[config.mk]
export PLATFORM = sky130hd
export DESIGN_NAME = ram_port_sequencer
export DESIGN_NICKNAME = d
export VERILOG_FILES = /design/src/rtl/ram_port_sequencer.sv
export SDC_FILE = /design/constraint.sdc
export NUM_CORES = 1
export LEC_CHECK = 0
export ABC_CLOCK_PERIOD_IN_PS = 8500
export CAP_MARGIN = 0
export CELL_PAD_IN_SITES_DETAIL_PLACEMENT = 0
export CELL_PAD_IN_SITES_GLOBAL_PLACEMENT = 2
export CORE_MARGIN = 8
export CORE_UTILIZATION = 30
export CTS_CLUSTER_DIAMETER = 50
export DETAILED_ROUTE_END_ITERATION = 12
export PLACE_DENSITY_LB_ADDON = 0.3
export SLEW_MARGIN = 40
export SYNTH_ARGS = -nofsm -noshare
export SYNTH_HDL_FRONTEND = slang
export SYNTH_SLANG_ARGS = --single-unit
[constraint.sdc]
create_clock -name clk -period 8.5 [get_ports clk]
set_clock_uncertainty 0.2 [all_clocks]
set_input_delay 0.85 -clock clk [delete_from_list [all_inputs] [get_ports clk]]
set_output_delay 0.85 -clock clk [all_outputs]
set_load 0.01 [all_outputs]
[src/rtl/ram_port_sequencer.sv]
// ram_port_sequencer: burst controller for one port of a dual_rate_ram-style RAM.
// Write bursts stream words from wr_* into consecutive (wrapping) addresses.
// Read bursts fetch consecutive words through a 2-entry output buffer onto rd_*.
// Optional feature macro: RAM_SEQ_VERIFY_EN adds a post-write read-back checksum
// (VERIFY state) and the sticky verify_err output.
module ram_port_sequencer #(
    parameter int DATA_WIDTH = 8,
    parameter int ADDR_WIDTH = 3
) (
    input  logic                  clk,
    input  logic                  rst,
    input  logic                  cmd_valid,
    output logic                  cmd_ready,
    input  logic                  cmd_write,
    input  logic [ADDR_WIDTH-1:0] cmd_addr,
    input  logic [ADDR_WIDTH-1:0] cmd_len,
    input  logic                  wr_valid,
    output logic                  wr_ready,
    input  logic [DATA_WIDTH-1:0] wr_data,
    output logic                  rd_valid,
    input  logic                  rd_ready,
    output logic [DATA_WIDTH-1:0] rd_data,
    output logic [ADDR_WIDTH-1:0] ram_addr,
    output logic [DATA_WIDTH-1:0] ram_data_in,
    output logic                  ram_wre,
    output logic                  ram_chipe,
    output logic                  ram_nrst,
    input  logic [DATA_WIDTH-1:0] ram_data_out,
    output logic                  busy
`ifdef RAM_SEQ_VERIFY_EN
    ,
    output logic                  verify_err
`endif
);

`ifdef RAM_SEQ_VERIFY_EN
    typedef enum logic [2:0] {IDLE, WRITE, READ, DRAIN, VERIFY} state_t;
`else
    typedef enum logic [2:0] {IDLE, WRITE, READ, DRAIN} state_t;
`endif

    localparam logic [ADDR_WIDTH-1:0] ADDR_ONE = ADDR_WIDTH'(1);

    state_t                  state_q, state_d;
    logic [ADDR_WIDTH-1:0]   addr_q, addr_d;
    logic [ADDR_WIDTH-1:0]   cnt_q, cnt_d;
    logic                    cnt_last;
    logic                    inflight_q;
    logic                    issue;
    logic                    push;
    logic                    pop;
    logic [DATA_WIDTH-1:0]   buf_mem [0:1];
    logic                    head_q;
    logic [1:0]              count_q, count_d;
    logic [2:0]              occ_next;
    logic                    drain_done;

`ifdef RAM_SEQ_VERIFY_EN
    logic [ADDR_WIDTH-1:0]   start_q;
    logic [ADDR_WIDTH-1:0]   len_q;
    logic [DATA_WIDTH-1:0]   wr_xor_q;
    logic [DATA_WIDTH-1:0]   rd_xor_q;
    logic                    vdone_q;
`endif

    assign cmd_ready  = (state_q == IDLE) && ram_nrst;
    assign busy       = (state_q != IDLE);
    assign rd_valid   = (count_q != 2'd0);
    assign rd_data    = rd_valid ? buf_mem[head_q] : '0;
    assign pop        = rd_valid && rd_ready;
    assign cnt_last   = (cnt_q == '0);
    // Occupancy the buffer will have once this cycle's in-flight word lands and the pop retires.
    assign occ_next   = {1'b0, count_q} + {2'b00, inflight_q} - {2'b00, pop};
    assign drain_done = !inflight_q && ((count_q == 2'd0) || ((count_q == 2'd1) && pop));
`ifdef RAM_SEQ_VERIFY_EN
    assign push       = inflight_q && (state_q != VERIFY);
`else
    assign push       = inflight_q;
`endif
    assign count_d    = count_q + {1'b0, push} - {1'b0, pop};

    // Next-state logic and the combinational RAM port drive for every state.
    always_comb begin
        state_d     = state_q;
        addr_d      = addr_q;
        cnt_d       = cnt_q;
        issue       = 1'b0;
        wr_ready    = 1'b0;
        ram_chipe   = 1'b0;
        ram_wre     = 1'b0;
        ram_addr    = '0;
        ram_data_in = '0;
        case (state_q)
            IDLE: begin
                if (cmd_valid && cmd_ready) begin
                    addr_d  = cmd_addr;
                    cnt_d   = cmd_len;
                    state_d = cmd_write ? WRITE : READ;
                end
            end
            WRITE: begin
                wr_ready    = 1'b1;
                ram_chipe   = wr_valid;
                ram_wre     = wr_valid;
                ram_addr    = addr_q;
                ram_data_in = wr_data;
                if (wr_valid) begin
                    addr_d = addr_q + ADDR_ONE;
                    if (cnt_last) begin
`ifdef RAM_SEQ_VERIFY_EN
                        state_d = VERIFY;
                        addr_d  = start_q;
                        cnt_d   = len_q;
`else
                        state_d = IDLE;
`endif
                    end else begin
                        cnt_d = cnt_q - ADDR_ONE;
                    end
                end
            end
            READ: begin
                if (occ_next < 3'd2) begin
                    issue     = 1'b1;
                    ram_chipe = 1'b1;
                    ram_addr  = addr_q;
                    addr_d    = addr_q + ADDR_ONE;
                    if (cnt_last) begin
                        state_d = DRAIN;
                    end else begin
                        cnt_d = cnt_q - ADDR_ONE;
                    end
                end
            end
            DRAIN: begin
                if (drain_done) begin
                    state_d = IDLE;
                end
            end
`ifdef RAM_SEQ_VERIFY_EN
            VERIFY: begin
                if (!vdone_q) begin
                    issue     = 1'b1;
                    ram_chipe = 1'b1;
                    ram_addr  = addr_q;
                    addr_d    = addr_q + ADDR_ONE;
                    if (!cnt_last) begin
                        cnt_d = cnt_q - ADDR_ONE;
                    end
                end else if (inflight_q) begin
                    state_d = IDLE;
                end
            end
`endif
            default: begin
                state_d = IDLE;
            end
        endcase
    end

    // State, burst counters, the one-deep in-flight flag and the RAM reset release.
    always_ff @(posedge clk or posedge rst) begin
        if (rst) begin
            state_q    <= IDLE;
            addr_q     <= '0;
            cnt_q      <= '0;
            inflight_q <= 1'b0;
            ram_nrst   <= 1'b0;
        end else begin
            state_q    <= state_d;
            addr_q     <= addr_d;
            cnt_q      <= cnt_d;
            inflight_q <= issue;
            ram_nrst   <= 1'b1;
        end
    end

    // Two-entry output buffer; issue throttling guarantees a push never meets a full buffer.
    always_ff @(posedge clk or posedge rst) begin
        if (rst) begin
            buf_mem[0] <= '0;
            buf_mem[1] <= '0;
            head_q     <= 1'b0;
            count_q    <= 2'd0;
        end else begin
            if (push) begin
                buf_mem[head_q ^ count_q[0]] <= ram_data_out;
            end
            if (pop) begin
                head_q <= ~head_q;
            end
            count_q <= count_d;
        end
    end

`ifdef RAM_SEQ_VERIFY_EN
    // Write/read-back checksums; the verify phase re-reads the burst range from its start.
    always_ff @(posedge clk or posedge rst) begin
        if (rst) begin
            start_q    <= '0;
            len_q      <= '0;
            wr_xor_q   <= '0;
            rd_xor_q   <= '0;
            verify_err <= 1'b0;
        end else begin
            if (cmd_valid && cmd_ready) begin
                start_q  <= cmd_addr;
                len_q    <= cmd_len;
                wr_xor_q <= '0;
                rd_xor_q <= '0;
            end
            if ((state_q == WRITE) && wr_valid) begin
                wr_xor_q <= wr_xor_q ^ wr_data;
            end
            if ((state_q == VERIFY) && inflight_q) begin
                rd_xor_q <= rd_xor_q ^ ram_data_out;
                if (vdone_q && ((rd_xor_q ^ ram_data_out) != wr_xor_q)) begin
                    verify_err <= 1'b1;
                end
            end
        end
    end

    // Marks that every verify read has been issued and only the final capture remains.
    always_ff @(posedge clk or posedge rst) begin
        if (rst) begin
            vdone_q <= 1'b0;
        end else if (state_q != VERIFY) begin
            vdone_q <= 1'b0;
        end else if (!vdone_q && cnt_last) begin
            vdone_q <= 1'b1;
        end
    end
`endif

endmodule
# Word-level counts from Yosys, hierarchy flattened

Cells that the tools add are included.

Bits in registers: 30
Logic and storage cells: 81
Output and inout bits: 26
Bits of input ports: 28

Reduce and logical (&&, ||, !) cells: 16
Bitwise gates (word level): 4
Multiplexer cells: 32
Order comparisons: 4
Equality and inequality tests: 10
Add/sub/neg operators: 6

Operator list:

| operator            | number |
|---|---|
| $mux 8              | 6 |
| $mux 3              | 14 |
| $pmux 3 s3          | 2 |
| $bwmux 16           | 1 |
| $pmux 3 s4          | 1 |
| $ne 2x2->1 const B  | 5 |
| $demux 8 s1         | 1 |
| $eq 3x2->1 const B  | 2 |
| $logic_and 1x1->1   | 6 |
| $logic_not 3->1     | 2 |
| $pmux 3 s2          | 1 |
| $reduce_and 6->1    | 1 |
| $reduce_bool 3->1   | 2 |
| $ge 2x2->1 const B  | 2 |
| $mux 1              | 4 |
| $not 1->2           | 2 |
| $reduce_and 4->1    | 1 |
| $add 2x1->3         | 1 |
| $add 3x1->3 const B | 1 |
| $eq 3x1->1 const B  | 1 |
| $lt 3x2->1 const B  | 1 |
| $sub 3x1->3         | 1 |
| $sub 3x1->3 const B | 1 |
| $add 2x1->2         | 1 |
| 12 further kinds    | 12 |

# Longest topological paths before layout

Depth in word-level cells: 7
Gate-level depth with buffers: 12
Gate-level depth less buffers: 11

# Worst setup path after synthesis

OpenSTA, ideal clock, no wires.

Kind: input to output
Start point: in rd_ready
End point: out ram_addr[0]
Path buffers: 0
Stages: 10
Setup slack: 4837 ps
Arrival time: 2613 ps
Cells stage by stage: nor2b_1 -> ha_1 -> inv_1 -> ha_1 -> inv_1 -> fa_1 -> xnor2_2 -> and3_1 -> o21ai_0 -> nor2_1

Longest elaborated chain between the ends: 5

Ends and longest elaborated chain:

| item              | RTL line | source |
|---|---|---|
| from (decl)       | 21       | `input logic rd_ready,` |
| $logic_and 1x1->1 | 70       | `assign pop = rd_valid && rd_ready;` |
| $sub 3x1->3       | 73       | `assign occ_next = {1'b0, count_q} + {2'b00, inflight_q} - {2'b00, pop};` |
| $lt 3x2->1        | 123      | `if (occ_next < 3'd2) begin` |
| $mux 3            | 123      |  |
| $pmux 3 s2        | 93       | `case (state_q)` |
| to (decl)         | 23       | `output logic [ADDR_WIDTH-1:0] ram_addr,` |

Every way passes these cells.

# Final worst setup path

Start point: in rd_ready
End point: out ram_addr[1]

Longest elaborated chain between the ends: 5

Ends and longest elaborated chain:

| item              | RTL line | source |
|---|---|---|
| $logic_and 1x1->1 | 70       |  |
| named net pop     | 51       | `logic pop;` |
| $sub 3x1->3       | 73       |  |
| $lt 3x2->1        | 123      |  |
| $mux 3            | 123      |  |
| $pmux 3 s2        | 93       |  |

The timed path passes the listed nets, and every way through them passes these cells.

==> reports/qor.csv <==
metric,value,unit
core,5470,µm²
synth_top_area_frac,0.432,
yosysMostFrequentCell,dfrtp_1,
antenna_found_initial,0,
grt_max_degree,30,
cts.hold.buffers_added,0,
fp.dieH,90.8,µm
die_w,90.8,µm
io_buffers,53,
ys_top_cells_by_count,"dfrtp_1 (29), nor2_1 (20), mux2_2 (17), inv_1 (15)",
dpl.hpwl,3.29,mm
drc,0,
root_buffer,clkbuf_8,
power_density,409,nW/µm²
routedWlPerCell,14.4,µm
vias,1286,
post-place-cells,277,
cp.required,7.45,ns
critPathKind,primary input to output pin,
syn_area,1680,µm²
preCtsSetupSlack,3.69,ns
ys_seq_area_frac,0.432,
vdd_drop_max,0.162,mV
r2r_setup_slack,4.95,ns
drt-total-wl,4.10,mm
synth_area_leaders,"dfrtp_1 (43%), mux2_2 (11%), ha_1 (7.5%)",
dr.pass1.iters,4,
grt_pass1_wl,6.87,mm
avgSynthCellArea,10.7,µm²
area_growth,42.4,%
drive_gt1_frac,0.141,
viasPerCell,4.51,
min_period,4.79,ns
die-area,8250,µm²
clk_latency,0.28,ns
cts_setup_buffers,0,
crit_fanout,3,
start_util,0.307,
gp_congestion,0.683,
cp-end-kind,output pin,
yosys_most_used_dff,dfrtp_1,
syn_inst,157,
cts_max_level,2,
yosysTopAreaCell,dfrtp_1,
postRouteAntennaNets,0,
path_clk_slew,0.06,ns
leakagePower,1.05,nW
grt_pass1_vias,1422,
status,"complete, no violations",
tightestPinTransition,0.666,ns
synth.distinct_cells,32,
clock-sinks,29,
crit_arrival,3.74,ns
finalSetupViolCount,0,
num_rows,27,
yosysWarningCount,0,
slew_violations,0,
final_hold_viol_count,0,
max-slew-margin-rel,0.555,
async_flop_share,1.00,
drt_iter0_markers,14,
final_nets,251,
placed_area,2270,µm²
syn-num-nets,196,
synth-seq-cells,29,
grt_overflow,0,
tritoncts,done,
stdcell_count,285,
cap_violations,0,
fill_cells,545,
fin_crit_sh,0.563,
tritoncts.num_buffers,5,
fin_area,2390,µm²
grt.total_usage,0.104,
hold_path_class,flop to flop,
clockBufferDepth,2,
cp-start-kind,primary input,
tns,0,ns
antennaDiodeCount,0,
grt_setup_unrepaired,false,
setup_ws,3.71,ns
io_pins,54,
cts.repair.resized,0,
synth_edf_count,0,
max_freq,209,MHz
==> per-stage QoR <==
step	utilization	total power (W)	hold slack, ns
finish	0.437	0.000978	0.304
global route	0.437	0.00106	0.321
floorplan	-	0.000635	0.279
CTS	0.437	0.000999	0.307
detailed placement	0.416	0.000849	0.292
global placement	0.416	0.000826	0.286
==> sequential cells by signal, indices dropped and copies added (netlist names) <==
register and cells:
addr_q 3, state_q 2, count_q 2, buf_mem 16
cnt_q 3, inflight_q 1, head_q 1, ram_nrst 1
==> per-layer routing <==
metal,GRT usage,vias up,part of all wire
li1,-,638,-
met1,0.113,625,0.41
met2,0.188,19,0.55
met3,0.0283,4,0.030
met4,0.0368,0,0.010
met5,0,-,0
==> placed cells by master, fill, tap and decap left out, types with 3 or more instances in the layout <==
cell / n
ha_1: 10
nor2b_1: 7
inv_1: 14
a21oi_1: 3
mux2_2: 17
and2_1: 10
clkbuf_8: 6
mux2i_1: 10
dfrtp_1: 29
o21ai_0: 5
nand2b_1: 3
clkdlybuf4s50_1: 53
o31ai_1: 3
nor2_1: 20
==> power by group <==
| group | switching [W] | internal (W) | total (W) |
|---|---|---|---|
| clock | 0.0000504 | 0.0000954 | 0.000146 |
| combinational | 0.000262 | 0.000304 | 0.000567 |
| sequential | 0.0000559 | 0.000210 | 0.000266 |
==> logic make-up after synthesis <==
family                   count (synthesis)  synth area share
AND/OR/NAND/NOR                         43             0.129
other                                    1           0.00223
adder cells (fa/ha/maj)                 11            0.0864
flip-flops                              29             0.432
multiplexers                            27             0.174
buffers and inverters                   20            0.0484
AO/OA/AOI/OAI                           23             0.108
XOR/XNOR                                 3            0.0201
==> final timing paths <==
path,end,start,cells past startpoint
worst max-delay path,ram_addr[1],rd_ready,12
worst min register to register,buf_mem[15]$_DFFE_PP0P_,buf_mem[15]$_DFFE_PP0P_,1
worst max register to register,state_q[1]$_DFFE_PP0P_,count_q[1]$_DFF_PP0_,11
max in group asynchronous,buf_mem[5]$_DFFE_PP0P_,rst,2
worst min-delay path,buf_mem[15]$_DFFE_PP0P_,buf_mem[15]$_DFFE_PP0P_,1
min in group asynchronous,buf_mem[14]$_DFFE_PP0P_,rst,2
==> layout make-up <==
type	count	area [µm²]	share of cell area
inverter	15	56.3	0.0235
sequential	29	726	0.304
tap	72	90.1	0.0377
clock inverter	1	30.0	0.0126
clock buffer	7	86.3	0.0361
timing repair buffer	53	531	0.222
multi-input combinational	108	872	0.365
==> worst max-delay path, stage by stage <==
cell             delay [ns]
clkdlybuf4s50_1        0.47
nor2b_1                0.20
ha_1                   0.26
inv_1                  0.06
ha_1                   0.13
inv_1                  0.05
fa_1                   0.40
xnor2_2                0.22
and3_1                 0.24
o21ai_0                0.15
nor2_1                 0.14
clkdlybuf4s50_1        0.55
Power figures use the tool's default switching activity.
